===== src/rtl/arm_pkg.sv =====
// arm_pkg: condition codes and flag bit positions shared by the ARM datapath
package arm_pkg;
  localparam logic [3:0] COND_EQ = 4'b0000;
  localparam logic [3:0] COND_NE = 4'b0001;
  localparam logic [3:0] COND_CS = 4'b0010;
  localparam logic [3:0] COND_CC = 4'b0011;
  localparam logic [3:0] COND_MI = 4'b0100;
  localparam logic [3:0] COND_PL = 4'b0101;
  localparam logic [3:0] COND_VS = 4'b0110;
  localparam logic [3:0] COND_VC = 4'b0111;
  localparam logic [3:0] COND_HI = 4'b1000;
  localparam logic [3:0] COND_LS = 4'b1001;
  localparam logic [3:0] COND_GE = 4'b1010;
  localparam logic [3:0] COND_LT = 4'b1011;
  localparam logic [3:0] COND_GT = 4'b1100;
  localparam logic [3:0] COND_LE = 4'b1101;
  localparam logic [3:0] COND_AL = 4'b1110;
  localparam int FLAG_N = 3;
  localparam int FLAG_Z = 2;
  localparam int FLAG_C = 1;
  localparam int FLAG_V = 0;
endpackage


===== src/rtl/condlogic_condcheck.sv =====
// condcheck: evaluates an ARM condition field against NZCV flags
module condcheck
  import arm_pkg::*;
(
  input  logic [3:0] Cond,
  input  logic [3:0] Flags,
  output logic       CondEx
);
  logic n, z, c, v, ge;
  assign n  = Flags[FLAG_N];
  assign z  = Flags[FLAG_Z];
  assign c  = Flags[FLAG_C];
  assign v  = Flags[FLAG_V];
  assign ge = (n == v);
  always_comb begin
    CondEx = 1'b1;
    case (Cond)
      COND_EQ: CondEx = z;
      COND_NE: CondEx = ~z;
      COND_CS: CondEx = c;
      COND_CC: CondEx = ~c;
      COND_MI: CondEx = n;
      COND_PL: CondEx = ~n;
      COND_VS: CondEx = v;
      COND_VC: CondEx = ~v;
      COND_HI: CondEx = c & ~z;
      COND_LS: CondEx = ~c | z;
      COND_GE: CondEx = ge;
      COND_LT: CondEx = ~ge;
      COND_GT: CondEx = ~z & ge;
      COND_LE: CondEx = z | ~ge;
      default: CondEx = 1'b1;
    endcase
  end
endmodule


===== src/rtl/flopenr.sv =====
// flopenr: enabled flop with asynchronous active-high reset
module flopenr #(parameter int WIDTH = 8) (
  input  logic             clk,
  input  logic             reset,
  input  logic             en,
  input  logic [WIDTH-1:0] d,
  output logic [WIDTH-1:0] q
);
  always_ff @(posedge clk or posedge reset)
    if (reset) q <= '0;
    else if (en) q <= d;
endmodule


===== src/rtl/flopr.sv =====
// flopr: plain flop with asynchronous active-high reset
module flopr #(parameter int WIDTH = 8) (
  input  logic             clk,
  input  logic             reset,
  input  logic [WIDTH-1:0] d,
  output logic [WIDTH-1:0] q
);
  always_ff @(posedge clk or posedge reset)
    if (reset) q <= '0;
    else q <= d;
endmodule


===== src/rtl/condlogic.sv =====
// condlogic: NZCV flag storage and condition gating of decoder write strobes
module condlogic
  import arm_pkg::*;
(
  input  logic       clk,
  input  logic       reset,
  input  logic [3:0] Cond,
  input  logic [3:0] ALUFlags,
  input  logic [1:0] FlagW,
  input  logic       PCS,
  input  logic       NextPC,
  input  logic       RegW,
  input  logic       MemW,
  output logic       PCWrite,
  output logic       RegWrite,
  output logic       MemWrite,
  output logic [3:0] Flags
);
  logic condex, condexd;
  logic [1:0] nz, cv;
  condcheck u_cc (.Cond(Cond), .Flags(Flags), .CondEx(condex));
  // flag writes are gated by the condition evaluated on the old flags
  flopenr #(2) u_nz (.clk(clk), .reset(reset), .en(FlagW[1] & condex), .d(ALUFlags[3:2]), .q(nz));
  flopenr #(2) u_cv (.clk(clk), .reset(reset), .en(FlagW[0] & condex), .d(ALUFlags[1:0]), .q(cv));
  flopr #(1) u_cxd (.clk(clk), .reset(reset), .d(condex), .q(condexd));
  assign Flags    = {nz, cv};
  assign PCWrite  = (PCS & condexd) | NextPC;
  assign RegWrite = RegW & condexd;
  assign MemWrite = MemW & condexd;
endmodule


===== config.mk =====
export PLATFORM = sky130hd
export DESIGN_NAME = condlogic
export DESIGN_NICKNAME = d
export VERILOG_FILES = /design/src/rtl/arm_pkg.sv /design/src/rtl/condlogic_condcheck.sv /design/src/rtl/flopenr.sv /design/src/rtl/flopr.sv /design/src/rtl/condlogic.sv
export SDC_FILE = /design/constraint.sdc
export NUM_CORES = 1
export LEC_CHECK = 0
export BUFFER_PORTS_ARGS = -buffer_cell sky130_fd_sc_hd__buf_2
export CORE_AREA = 2 2 39 41
export CTS_BUF_LIST = sky130_fd_sc_hd__clkbuf_16
export DETAILED_ROUTE_END_ITERATION = 8
export DIE_AREA = 0 0 41 43
export SYNTH_ARGS = -nofsm -noshare
export SYNTH_HDL_FRONTEND = slang
export SYNTH_SLANG_ARGS = --single-unit
export TNS_END_PERCENT = 50

===== constraint.sdc =====
create_clock -name clk -period 2.3 [get_ports clk]
set_clock_uncertainty 0.1 [all_clocks]
set_input_delay 0.115 -clock clk [delete_from_list [all_inputs] [get_ports clk]]
set_output_delay 0.115 -clock clk [all_outputs]
set_load 0.05 [all_outputs]

==> results by stage <==
Timing:
- Derived from the worst setup path, the maximum achievable clock frequency is just over 0.5 GHz.
- Setup violations remaining at the end of the flow were counted as 0.
- The final period utilization is 0.849.
- The number of pins exceeding their max-slew limit in the final report came to 0.
- The sum of negative setup slack is 0 ps.
- Counting I/O delays and the setup requirement, the final critical path takes 1950 ps.
- For the pin with the worst max-slew slack, the measured transition is around 250 ps.
- Hold timing on the final database bottoms out at a slack of between 15 and 20 ps.
- The final number of hold-violating endpoints was 0.
- The worst setup margin is around 350 ps.
- Measured against its own limit, the worst slew margin works out to 0.833.
- Setup repair after global routing left no endpoint under its margin.

Global route:
- The initial antenna violation count is 0.
- The via count of the first global-routing pass is roughly 330.
- The first global-routing pass estimated about 1400 um of wire.
- The total overflow left after global routing is 0.
- In the global route stage, overall resource usage came out at 0.129.
- The maximum number of pins on one net before global-route repair is 9.

Synth:
- When the netlist entered floorplanning its net count stood at 55.
- The post-synthesis instance area is between 300 and 400 um2.
- The Yosys warning count is 0.
- After technology mapping, the gate count stands at 39.
- After synthesis the netlist holds a flip-flop and latch count of 5.
- After synthesis, the mean cell area works out to around 9.7 um2.
- Synthesis instantiated 24 different standard cells from the library.
- The sequential area share after synthesis is 0.332.

Place:
- At the end of routability-driven placement, the weighted congestion stood at 0.740.
- The number of port buffers is 22.
- The total instance count after detailed placement is 77.
- After legalization and detailed placement, the total HPWL measured ~680 um.
- The pre-CTS worst setup slack is approximately 380 ps.
- In this run the cell area measured after placement is 507 um2.

Power and ir drop:
- Power spread over the standard cell area amounts to 1470 nW/um2.
- Power comes to approximately 870 uW.
- The worst supply voltage drop on vdd is approximately 0.73 mV.
- The static power due to leakage is approximately 0.29 nW.

Detailed routing:
- For this block, the initial DRC count from the detailed router was 8.
- The remaining antenna violation count after routing is 0.
- The routed layout has 381 vias.
- The first TritonRoute pass finished after 3 iterations.
- Summed over all layers, the routed wires come to between 800 and 900 um.
- After detailed routing, the average wire length per cell comes to 10.8 um.
- For this run, design rule violations remaining after detail routing come to 0.
- In the routed layout, each cell is associated on average with a via count of ~4.6.

Final layout:
- Leaving out fill and tap cells, the most frequent cells in the layout are 22 x sky130_fd_sc_hd__buf_2, 5 x sky130_fd_sc_hd__dfrtp_1, 4 x sky130_fd_sc_hd__mux2_2.
- Leaving out fill and tap cells, the most frequent cell in the layout is sky130_fd_sc_hd__buf_2.
- Of the cells placed in the final design, the portion with a size suffix greater than 1 is 0.455.
- Summing all flip-flop and latch instances after layout gives approximately 130 um2.
- The finished layout holds 82 standard cells, fillers aside.
- The net count of the finished layout is 83.
- The area taken by multi-input logic gates is between 200 and 250 um2.
- At the end of the flow the core is filled with cells to 0.430.
- The layout has 147 filler cells.
- The number of antenna diodes in the final layout is 0.
- The area growth from synthesis to layout is 58.1%.
- The finished cells cover roughly 600 um2.

Die:
- The floorplan step defined a die boundary enclosing between 1500 and 2000 um2.
- After floorplanning, the core was sized to cover around 1400 um2.
- The starting utilization of the core area is 0.272.
- The floorplan step set the die height to about 43 um.
- The total I/O pin count is 23.
- In this run the core area contains 14 standard-cell rows.
- From left edge to right edge, the die measures 41 um.

Status:
- The flow ran to the end, and the final reports show no timing, DRC or antenna violations.

Setup path:
- Walking the worst path, the cells encountered are xnor2_1 > a22oi_1 > mux2_2 > o21ai_1 > mux2_2.
- The data arrival time at the worst-slack endpoint is between 1500 and 2000 ps.
- The most numerous cell on the critical path is sky130_fd_sc_hd__mux2_2.
- The startpoint type of the worst setup path is a flip-flop.
- The cell with the biggest individual delay on the critical path is sky130_fd_sc_hd__dfrtp_1.
- The largest incremental delay on the critical path is about 440 ps.
- At the worst endpoint, the required time is 2310 ps.
- The total buffers and inverters traversed by the critical path is 0.
- The type of the setup path with the least slack is flip-flop to flip-flop.
- The worst setup path is captured at a flip-flop.
- Along the worst path, the maximum fanout reaches 7.
- The cell family contributing the most delay on the critical path is multiplexers.

Clocking:
- The root cell of the clock tree is sky130_fd_sc_hd__clkbuf_16.
- The number of buffers on the longest clock path is 2.
- The buffers inserted during post-CTS setup optimization is 0.
- The CTS tree is done.
- The clock-pin transition on the worst setup and hold timing paths is about 30 ps.
- The count of clock tree sinks is 5.
- Gates resized during post-CTS repair numbered 0.
- CTS built an H-tree with a depth of 1.
- In this run, CTS created clock tree buffers numbering 3.
- The insertion delay to the later sink of the worst-skew pair is 220 ps.

Min path:
- The class of the most critical hold timing path is input pin to flip-flop.

Run:
- The tool flagged a number of max-cap violations equal to 0.
path summary, 6_finish.rpt:
check,start,end,slack (ps),cells past startpoint
max,u_cv.q[0],u_cv.q[0],350,5
min,ALUFlags[1],u_cv.q[1],20,2
max reg2reg,u_cv.q[0],u_cv.q[0],350,5
min reg2reg,u_cv.q[1],u_cv.q[1],450,1
max in group asynchronous,reset,u_cxd.q,1690,3
min in group asynchronous,reset,u_nz.q[0],240,3
registers in the layout, summed over array words and instances, names as in the netlist:
name and flops:
u_cxd.q 1, u_cv.q 2, u_nz.q 2
power by group:
part           switching (mW)  internal [mW]  total, mW
Combinational           0.258          0.148      0.406
Sequential             0.0585          0.132      0.191
Clock                  0.0522          0.225      0.277
cells by family after synthesis:
family                    count (synthesis)  share of synthesized area
xor gates and xnor gates                  3                     0.0698
muxes                                     5                      0.146
and+or+nand+nor                          15                      0.259
AOI/OAI and AO/OA                        10                      0.183
buffers and inverters                     1                    0.00996
DFF                                       5                      0.332
per-layer routing:
layer / GRT usage / up-vias / share of wire
met5: 0 / - / 0
met4: 0.100 / 0 / 0.026
met3: 0.0471 / 4 / 0.076
met2: 0.169 / 14 / 0.48
met1: 0.164 / 165 / 0.42
li1: - / 198 / -
cell usage after synthesis:
cell	instances	area, um2
sky130_fd_sc_hd__o21ai_0	1	5.00
sky130_fd_sc_hd__a22oi_1	1	7.51
sky130_fd_sc_hd__or3b_2	1	8.76
sky130_fd_sc_hd__or4b_1	1	10.0
sky130_fd_sc_hd__a32o_1	1	10.0
sky130_fd_sc_hd__o2111ai_1	1	8.76
sky130_fd_sc_hd__mux2_2	4	45.0
sky130_fd_sc_hd__and2_1	3	18.8
sky130_fd_sc_hd__nand2b_1	1	6.26
sky130_fd_sc_hd__inv_1	1	3.75
sky130_fd_sc_hd__mux2i_1	1	10.0
sky130_fd_sc_hd__a221o_1	1	10.0
sky130_fd_sc_hd__or2_1	1	6.26
sky130_fd_sc_hd__nand2_1	1	3.75
sky130_fd_sc_hd__a21oi_1	2	10.0
sky130_fd_sc_hd__nor2b_1	3	18.8
sky130_fd_sc_hd__xnor2_1	3	26.3
sky130_fd_sc_hd__o21ai_1	2	10.0
sky130_fd_sc_hd__and3b_1	1	8.76
sky130_fd_sc_hd__nor2_1	1	3.75
sky130_fd_sc_hd__a21o_1	1	7.51
sky130_fd_sc_hd__nand3b_1	1	7.51
sky130_fd_sc_hd__dfrtp_1	5	125
sky130_fd_sc_hd__nand3_1	1	5.00
cell type report:
class	instances	area share
Timing Repair Buffer	23	0.202
Tap cell	16	0.0336
Clock inverter	1	0.00630
Inverter	1	0.00630
Clock buffer	3	0.126
Sequential cell	5	0.210
Multi-Input combinational cell	33	0.416
repair_timing:
item                                    4_1_cts  5_1_grt
endpoints found under the setup margin        0        0
hold buffers                                  1        0
endpoints found under the hold margin         5        0
worst reg2reg max path, cell delays in order, from the launching register on:
cell	delay, ps
sky130_fd_sc_hd__dfrtp_1	440
sky130_fd_sc_hd__xnor2_1	170
sky130_fd_sc_hd__a22oi_1	190
sky130_fd_sc_hd__mux2_2	370
sky130_fd_sc_hd__o21ai_1	210
sky130_fd_sc_hd__mux2_2	350
No activity file was read; power rests on OpenSTA's default activity.
